$ cat src/rtl/hetic_nest_ctrl.sv
// Nesting controller between the HETIC arbiter and the core trap interface.
// Optional software threshold input enabled by defining HETIC_NEST_CTRL_THRESH_EN.
module hetic_nest_ctrl #(
  parameter int NrIrqLines  = 64,
  parameter int NrIrqPrios  = 32,
  parameter int StackDepth  = 4,
  localparam int IrqWidth   = $clog2(NrIrqLines),
  localparam int PrioWidth  = $clog2(NrIrqPrios),
  localparam int DepthWidth = $clog2(StackDepth + 1)
) (
  input  logic                  clk_i,
  input  logic                  rst_ni,
  input  logic                  irq_valid_i,
  input  logic [IrqWidth-1:0]   irq_id_i,
  input  logic [PrioWidth-1:0]  irq_level_i,
  input  logic                  irq_heti_i,
  input  logic                  irq_nest_i,
`ifdef HETIC_NEST_CTRL_THRESH_EN
  input  logic [PrioWidth-1:0]  thresh_i,
`endif
  output logic                  irq_ack_o,
  output logic [IrqWidth-1:0]   irq_ack_id_o,
  output logic                  core_irq_valid_o,
  output logic [IrqWidth-1:0]   core_irq_id_o,
  output logic                  core_irq_heti_o,
  output logic [PrioWidth-1:0]  core_irq_level_o,
  input  logic                  core_irq_ready_i,
  input  logic                  core_mret_i,
  output logic [PrioWidth-1:0]  cur_level_o,
  output logic [DepthWidth-1:0] depth_o,
  output logic                  err_o
);

  typedef enum logic [1:0] {
    StIdle,
    StOffer,
    StAck
  } state_e;

  typedef struct packed {
    logic [PrioWidth-1:0] level;
    logic                 nest;
  } frame_t;

  localparam logic [DepthWidth-1:0] MaxDepth = DepthWidth'(StackDepth);
  localparam logic [DepthWidth-1:0] OneDepth = DepthWidth'(1);

  state_e                state_q, state_d;
  logic [IrqWidth-1:0]   offer_id_q, offer_id_d;
  logic [PrioWidth-1:0]  offer_level_q, offer_level_d;
  logic                  offer_heti_q, offer_heti_d;
  logic                  offer_nest_q, offer_nest_d;
  logic                  valid_q, valid_d;
  logic                  ack_q, ack_d;
  logic [IrqWidth-1:0]   ack_id_q, ack_id_d;
  logic [PrioWidth-1:0]  cur_level_q, cur_level_d;
  logic                  cur_nest_q, cur_nest_d;
  logic [DepthWidth-1:0] depth_q, depth_d;
  logic                  err_q, err_d;
  frame_t                stack_q [StackDepth];
  frame_t                stack_d [StackDepth];

  logic push;
  logic level_ok;
  logic thresh_ok;
  logic room_ok;
  logic qualify;

  assign level_ok = irq_level_i > cur_level_q;
`ifdef HETIC_NEST_CTRL_THRESH_EN
  assign thresh_ok = irq_level_i > thresh_i;
`else
  assign thresh_ok = 1'b1;
`endif
  // A non-nestable handler blocks everything until its mret.
  assign room_ok = (depth_q == '0) | (cur_nest_q & (depth_q < MaxDepth));
  assign qualify = irq_valid_i & level_ok & thresh_ok & room_ok;

  always_comb begin
    state_d       = state_q;
    offer_id_d    = offer_id_q;
    offer_level_d = offer_level_q;
    offer_heti_d  = offer_heti_q;
    offer_nest_d  = offer_nest_q;
    valid_d       = valid_q;
    ack_d         = 1'b0;
    ack_id_d      = ack_id_q;
    cur_level_d   = cur_level_q;
    cur_nest_d    = cur_nest_q;
    depth_d       = depth_q;
    err_d         = err_q;
    stack_d       = stack_q;
    push          = 1'b0;

    unique case (state_q)
      StIdle: begin
        if (qualify) begin
          offer_id_d    = irq_id_i;
          offer_level_d = irq_level_i;
          offer_heti_d  = irq_heti_i;
          offer_nest_d  = irq_nest_i;
          valid_d       = 1'b1;
          state_d       = StOffer;
        end
      end
      StOffer: begin
        if (core_irq_ready_i) begin
          push     = 1'b1;
          valid_d  = 1'b0;
          ack_d    = 1'b1;
          ack_id_d = offer_id_q;
          state_d  = StAck;
        end
      end
      StAck: begin
        state_d = StIdle;
      end
      default: begin
        state_d = StIdle;
      end
    endcase

    // Pop before push so a same-cycle mret+accept re-pushes the popped frame.
    if (core_mret_i) begin
      if (depth_d != '0) begin
        depth_d = depth_d - OneDepth;
        for (int i = 0; i < StackDepth; i++) begin
          if (i == int'(depth_d)) begin
            cur_level_d = stack_q[i].level;
            cur_nest_d  = stack_q[i].nest;
          end
        end
      end else begin
        err_d = 1'b1;
      end
    end

    if (push) begin
      if (depth_d == MaxDepth) begin
        err_d = 1'b1;
      end else begin
        for (int i = 0; i < StackDepth; i++) begin
          if (i == int'(depth_d)) begin
            stack_d[i].level = cur_level_d;
            stack_d[i].nest  = cur_nest_d;
          end
        end
        depth_d     = depth_d + OneDepth;
        cur_level_d = offer_level_q;
        cur_nest_d  = offer_nest_q;
      end
    end
  end

  always_ff @(posedge clk_i or negedge rst_ni) begin
    if (!rst_ni) begin
      state_q       <= StIdle;
      offer_id_q    <= '0;
      offer_level_q <= '0;
      offer_heti_q  <= 1'b0;
      offer_nest_q  <= 1'b0;
      valid_q       <= 1'b0;
      ack_q         <= 1'b0;
      ack_id_q      <= '0;
      cur_level_q   <= '0;
      cur_nest_q    <= 1'b0;
      depth_q       <= '0;
      err_q         <= 1'b0;
      for (int i = 0; i < StackDepth; i++) begin
        stack_q[i] <= '0;
      end
    end else begin
      state_q       <= state_d;
      offer_id_q    <= offer_id_d;
      offer_level_q <= offer_level_d;
      offer_heti_q  <= offer_heti_d;
      offer_nest_q  <= offer_nest_d;
      valid_q       <= valid_d;
      ack_q         <= ack_d;
      ack_id_q      <= ack_id_d;
      cur_level_q   <= cur_level_d;
      cur_nest_q    <= cur_nest_d;
      depth_q       <= depth_d;
      err_q         <= err_d;
      stack_q       <= stack_d;
    end
  end

  assign irq_ack_o        = ack_q;
  assign irq_ack_id_o     = ack_id_q;
  assign core_irq_valid_o = valid_q;
  assign core_irq_id_o    = offer_id_q;
  assign core_irq_heti_o  = offer_heti_q;
  assign core_irq_level_o = offer_level_q;
  assign cur_level_o      = cur_level_q;
  assign depth_o          = depth_q;
  assign err_o            = err_q;

endmodule

$ cat config.mk
export PLATFORM = sky130hd
export DESIGN_NAME = hetic_nest_ctrl
export DESIGN_NICKNAME = d
export VERILOG_FILES = /design/src/rtl/hetic_nest_ctrl.sv
export SDC_FILE = /design/constraint.sdc
export NUM_CORES = 1
export LEC_CHECK = 0
export ABC_AREA = 1
export CAP_MARGIN = 10
export CORE_ASPECT_RATIO = 1.4
export CORE_MARGIN = 2
export CORE_UTILIZATION = 59
export CTS_BUF_LIST = sky130_fd_sc_hd__clkbuf_4
export DETAILED_ROUTE_END_ITERATION = 7
export DONT_BUFFER_PORTS = 1
export PLACE_DENSITY = 0.78
export REMOVE_ABC_BUFFERS = 1
export SYNTH_ARGS = -nofsm -noshare
export SYNTH_HDL_FRONTEND = slang
export SYNTH_SLANG_ARGS = --single-unit
$ cat constraint.sdc
create_clock -name clk_i -period 2.4 [get_ports clk_i]
set_input_delay 0.36 -clock clk_i [delete_from_list [all_inputs] [get_ports clk_i]]
set_output_delay 0.36 -clock clk_i [all_outputs]
set_load 0.05 [all_outputs]
======== After elaboration in Yosys (flattened, before gate mapping) ========
Index checks and enable logic that the tools add are counted.
word-level totals
  output and inout bits ................... 29
  input port bits ......................... 18
  word-level logic and storage cells ...... 85
  register bits ........................... 57
operators by class
  reduce and logical (&&, ||, !) cells .... 14
  bitwise gates (word level) .............. 5
  mux-type cells .......................... 32
  equality and inequality tests ........... 10
  order comparisons ....................... 2
  $add $sub $neg .......................... 2
operators by type and width
  cell                   number
  $mux W5                8
  $mux W1                16
  $reduce_and A3 Y1      5
  $eq A3 B3 Y1 const A   4
  $mux W3                4
  $logic_not A3 Y1       3
  $eq A2 B3 Y1 const A   2
  $reduce_and A2 Y1      3
  $gt A5 B5 Y1           1
  $mux W2                2
  $ne A2 B2 Y1 const B   2
  $pmux W2 S2            1
  $add A3 B1 Y3 const B  1
  $and A1 B1 Y1          3
  $eq A3 B3 Y1 const B   1
  $lt A3 B3 Y1 const B   1
  $reduce_bool A3 Y1     1
  $sub A3 B1 Y3 const B  1
  $eq A2 B1 Y1 const B   1
  $logic_not A2 Y1       1
  $pmux W1 S2            1
  $reduce_bool A2 Y1     1
  $not A1 Y1             1
  $or A1 B1 Y1           1

======== Logic depth before layout (Yosys ltp) ========
  depth in word-level cells ............... 10
  mapped depth ............................ 15

======== Worst setup path after synthesis ========
Ideal clock, no wire load.
  path type ............................... flip-flop to flip-flop
  start point ............................. register depth_q[0] (netlist: depth_o[0])
  end point ............................... register stack_q[0] (netlist name)
  data required time ...................... 2,284 ps
  cell stages (with the launch flop) ...... 15
  arrival ................................. 2,510 ps
  period minus slack after synthesis ...... 2,626 ps
  setup slack ............................. -226 ps
  path buffers ............................ 1
  cells stage by stage .................... dfrtp_1 inv_1 ha_1 nand2_2 nand2_2 buf_4 xor2_1 inv_1 ha_1 nand2_2 nand2_4 nor2_4 clkinv_2 nand2_1 nand2_1
on the way
  longest elaborated chain between the ends .. 8
RTL lines
  item                    line  text
  from (decl)             58    logic [DepthWidth-1:0] depth_q, depth_d;
  from (signal assigned)  183   depth_q <= depth_d;
  $sub A3 B1 Y3           126   depth_d = depth_d - OneDepth;
  $logic_not A3 Y1        128   if (i == int'(depth_d)) begin
  $mux W1 (4 in series)   128
  $mux W1                 125   if (depth_d != '0) begin
  $mux W1                 124   if (core_mret_i) begin
  to (signal assigned)    185   stack_q <= stack_d;
  to (decl)               60    frame_t stack_q [StackDepth];
Several ways; a longest one is shown, not always the timed one.
A chain may end at the register's enable or synchronous reset.

======== Worst setup path after layout ========
  start point ............................. register depth_q[0] (netlist: depth_o[0])
  end point ............................... register stack_q[2] (netlist name)
on the way
  longest elaborated chain between the ends .. 8
RTL lines
  item                   line
  $sub A3 B1 Y3          126
  $logic_not A3 Y1       128
  $mux W5 (4 in series)  128
  $mux W5                125
  $mux W5                124
Several ways; a longest one is shown, not always the timed one.

==> impl_metrics.json <==
{
  "outcome": "completed",
  "synthFlopType": "dfrtp_1",
  "fin_nets": 453,
  "p_comb_share_pct": 45.7,
  "p_sw_uw": 2780,
  "instances_no_fill": 491,
  "ant_nets": 0,
  "place_congestion": 0.870,
  "drtIter0Drc": 105,
  "syn_area_per_cell_sq_um": 7.69,
  "mappedNetlistArea_sq_um": 3070,
  "sw_frac_of_total_pct": 53.6,
  "vias_per_cell": 5.18,
  "arrival_ps": 2560,
  "fin_crit_sh_pct": 93.7,
  "portBuffers": 0,
  "slew-limit-headroom_pct": 59.8,
  "n_antenna_cell": 0,
  "coreArea_sq_um": 5080,
  "dieHeight_um": 89.3,
  "worstPathRequired_ps": 2710,
  "dr_total_vias": 2543,
  "yosysMostFrequentCell": "nand2_1",
  "leakage_uw": 0.00188,
  "drt_wl_total_um": 7070,
  "ctsLongestPathBuffers": 2,
  "drive_above_1_share_pct": 15.1,
  "max_freq_mhz": 445,
  "grt_max_degree": 58,
  "die_area_sq_um": 5800,
  "area_delta_synth_final_pct": 11.8,
  "seqPwrFrac_pct": 40.5,
  "power.internal_uw": 2410,
  "start_util_pct": 60.4,
  "hpwl_um": 5180,
  "path_class": "flop to flop",
  "grt_util_all_layers_pct": 26.9,
  "synth_top_area_cell": "dfrtp_1",
  "max_cap_violations": 0,
  "cts_root_buffer": "clkbuf_4",
  "synthDistinctLibCells": 29,
  "yosysSeqAreaShare_pct": 46.5,
  "worstSetupEndpointType": "flop",
  "power_uw": 5180,
  "drc_errors": 0,
  "worst_slew_pin_slew_ps": 603,
  "numCtsBuffers": 9,
  "insertion_delay_ps": 420,
  "synth_area_leaders": "dfrtp_1, nand2_1, nand3_1",
  "hold_viol": 0,
  "synth_edf_count": 0,
  "tritoncts": "done",
  "cts_htree_levels": 3,
  "grt_overflow": 0,
  "synthTopCellsByCount": "nand2_1, dfrtp_1, nand3_1, inv_1, ha_1",
  "clkPwrFrac_pct": 13.8,
  "antenna_found_initial": 0,
  "ios": 47,
  "synth.top_cell.area_share_pct": 46.5,
  "setup_viol": 0,
  "ys_async_sr_fraction_pct": 100,
  "dpl.cell_count": 469,
  "wl_per_cell_um": 14.4,
  "peakVddDrop_mv": 0.927,
  "die_w_um": 64.9,
  "cts_sinks": 57,
  "fillers": 437,
  "worst_clock_skew_ps": 11.3,
  "holdCritPathClass": "primary input to flop",
  "grt_pass1_vias": 2514,
  "path_clk_slew_ps": 110,
  "firstDrtPassIters": 7,
  "powerDensity_nw_per_um2": 1510,
  "crit_fanout": 11,
  "slew_violations": 0,
  "period_minus_slack_ps": 2250,
  "num_rows": 31,
  "yosysWarnings": 0,
  "start_kind": "flop",
  "syn_inst": 399,
  "grt_pass1_wl_um": 11500,
  "synth_seq_cells": 57
}
## final cells by class
cell class / instances / area [sq um] / area share, %
tap: 66 / 82.6 / 2.41
clock buffer: 9 / 67.6 / 1.97
multi-input combinational: 287 / 1450 / 42.2
sequential: 57 / 1430 / 41.6
timing repair buffer: 17 / 153 / 4.45
inverter: 48 / 181 / 5.29
clock inverter: 7 / 71.3 / 2.08
## through the flow
step	TNS, ps	util, %	hold slack [ps]	setup slack [ps]	instance area [sq um]
finish	0	67.5	77.9	152	3430
global placement	0	62.7	66.5	237	3180
global route	-6.32	67.5	67.3	-6.32	3430
CTS	0	66.3	64.5	38.4	3370
floorplan	-2070	-	64.4	-172	3010
detailed placement	0	62.7	66.6	73.8	3180
## repair_timing
item	in CTS	in global routing
endpoints found under the hold margin	58	0
resized for setup	0	5
buffers inserted	0	2
hold buffers	3	0
setup endpoints to repair	0	12
## sequential cells by signal, indices dropped and copies added, names as in the netlist, 2 cells and up
signal,count
stack_q,24
irq_ack_id_o,6
state_q,2
cur_level_o,5
core_irq_id_o,6
depth_o,3
core_irq_level_o,5
## routing by layer
| metal | GRT usage (%) | share of wire [%] | wire, um |
|---|---|---|---|
| met1 | 28.7 | 38 | 2670 |
| met2 | 48.5 | 53 | 3740 |
| met3 | 7.30 | 6.0 | 427 |
| met4 | 13.9 | 3.3 | 234 |
| met5 | 0 | 0 | 0 |
## critical path: stages (launching register included)
cell and delay (ps):
dfrtp_1 360, inv_1 80, buf_4 160, ha_1 230, inv_1 110, nand2_2 150
nand2_8 170, o22ai_4 110, inv_1 100, ha_1 170, inv_1 70, nor2_4 180
clkinv_2 120, nand2_1 80, nand2_1 50
## power groups by stage
stage	logic [uW]	registers [uW]	clock network, uW
6_report	2370	2100	715
5_1_grt	2670	2140	769
4_1_cts	2240	2100	723
3_5_place_dp	2200	2120	0
3_3_place_gp	2150	2100	0
2_1_floorplan	1470	2240	0
## cell usage in the layout, fill, tap and decap left out, types with 2 or more instances in the layout
| cell type | netlist | routed |
|---|---|---|
| nand2_1 | 190 | 189 |
| dfrtp_1 | 57 | 57 |
| nand3_1 | 38 | 38 |
| inv_1 | 34 | 34 |
| ha_1 | 15 | 14 |
| buf_4 | 2 | 14 |
| nand2_2 | 11 | 12 |
| clkbuf_4 | 0 | 9 |
| inv_2 | 7 | 7 |
| clkinv_1 | 6 | 7 |
| o21ai_1 | 6 | 6 |
| nand2_4 | 4 | 4 |
| o21ai_0 | 3 | 3 |
| nor2_2 | 3 | 3 |
| a21oi_1 | 3 | 3 |
| clkinv_2 | 1 | 2 |
| nor2_1 | 2 | 2 |
| clkinvlp_4 | 0 | 2 |
| clkinv_4 | 0 | 2 |
| dlygate4sd3_1 | 0 | 2 |
## cells by family (layout without fill, tap and decap cells)
| kind of cell | Yosys count | count (layout) | share of synthesized area, % |
|---|---|---|---|
| adder cells (fa/ha/maj) | 15 | 15 | 6.12 |
| buffers and inverters | 56 | 81 | 7.71 |
| AO/OA/AOI/OAI | 18 | 18 | 4.00 |
| AND/OR/NAND/NOR | 251 | 252 | 35.1 |
| flip-flops | 57 | 57 | 46.5 |
| XOR/XNOR | 2 | 2 | 0.571 |
## worst paths after layout
path / depth (start not counted) / slack (ps) / from / endpoint
worst max-delay path: 14 / 150 / depth_o[0]$_DFF_PN0_ / stack_q[2]$_DFFE_PN0P_
worst min-delay path: 2 / 80 / irq_id_i[1] / core_irq_id_o[1]$_DFFE_PN0P_
worst max register to register: 14 / 150 / depth_o[0]$_DFF_PN0_ / stack_q[2]$_DFFE_PN0P_
worst min register to register: 2 / 480 / offer_nest_q$_DFFE_PN0P_ / offer_nest_q$_DFFE_PN0P_
max in group asynchronous: 2 / 1710 / rst_ni / stack_q[1]$_DFFE_PN0P_
min in group asynchronous: 2 / 450 / rst_ni / stack_q[13]$_DFFE_PN0P_
Note: power is estimated with default switching activity, not from simulation.
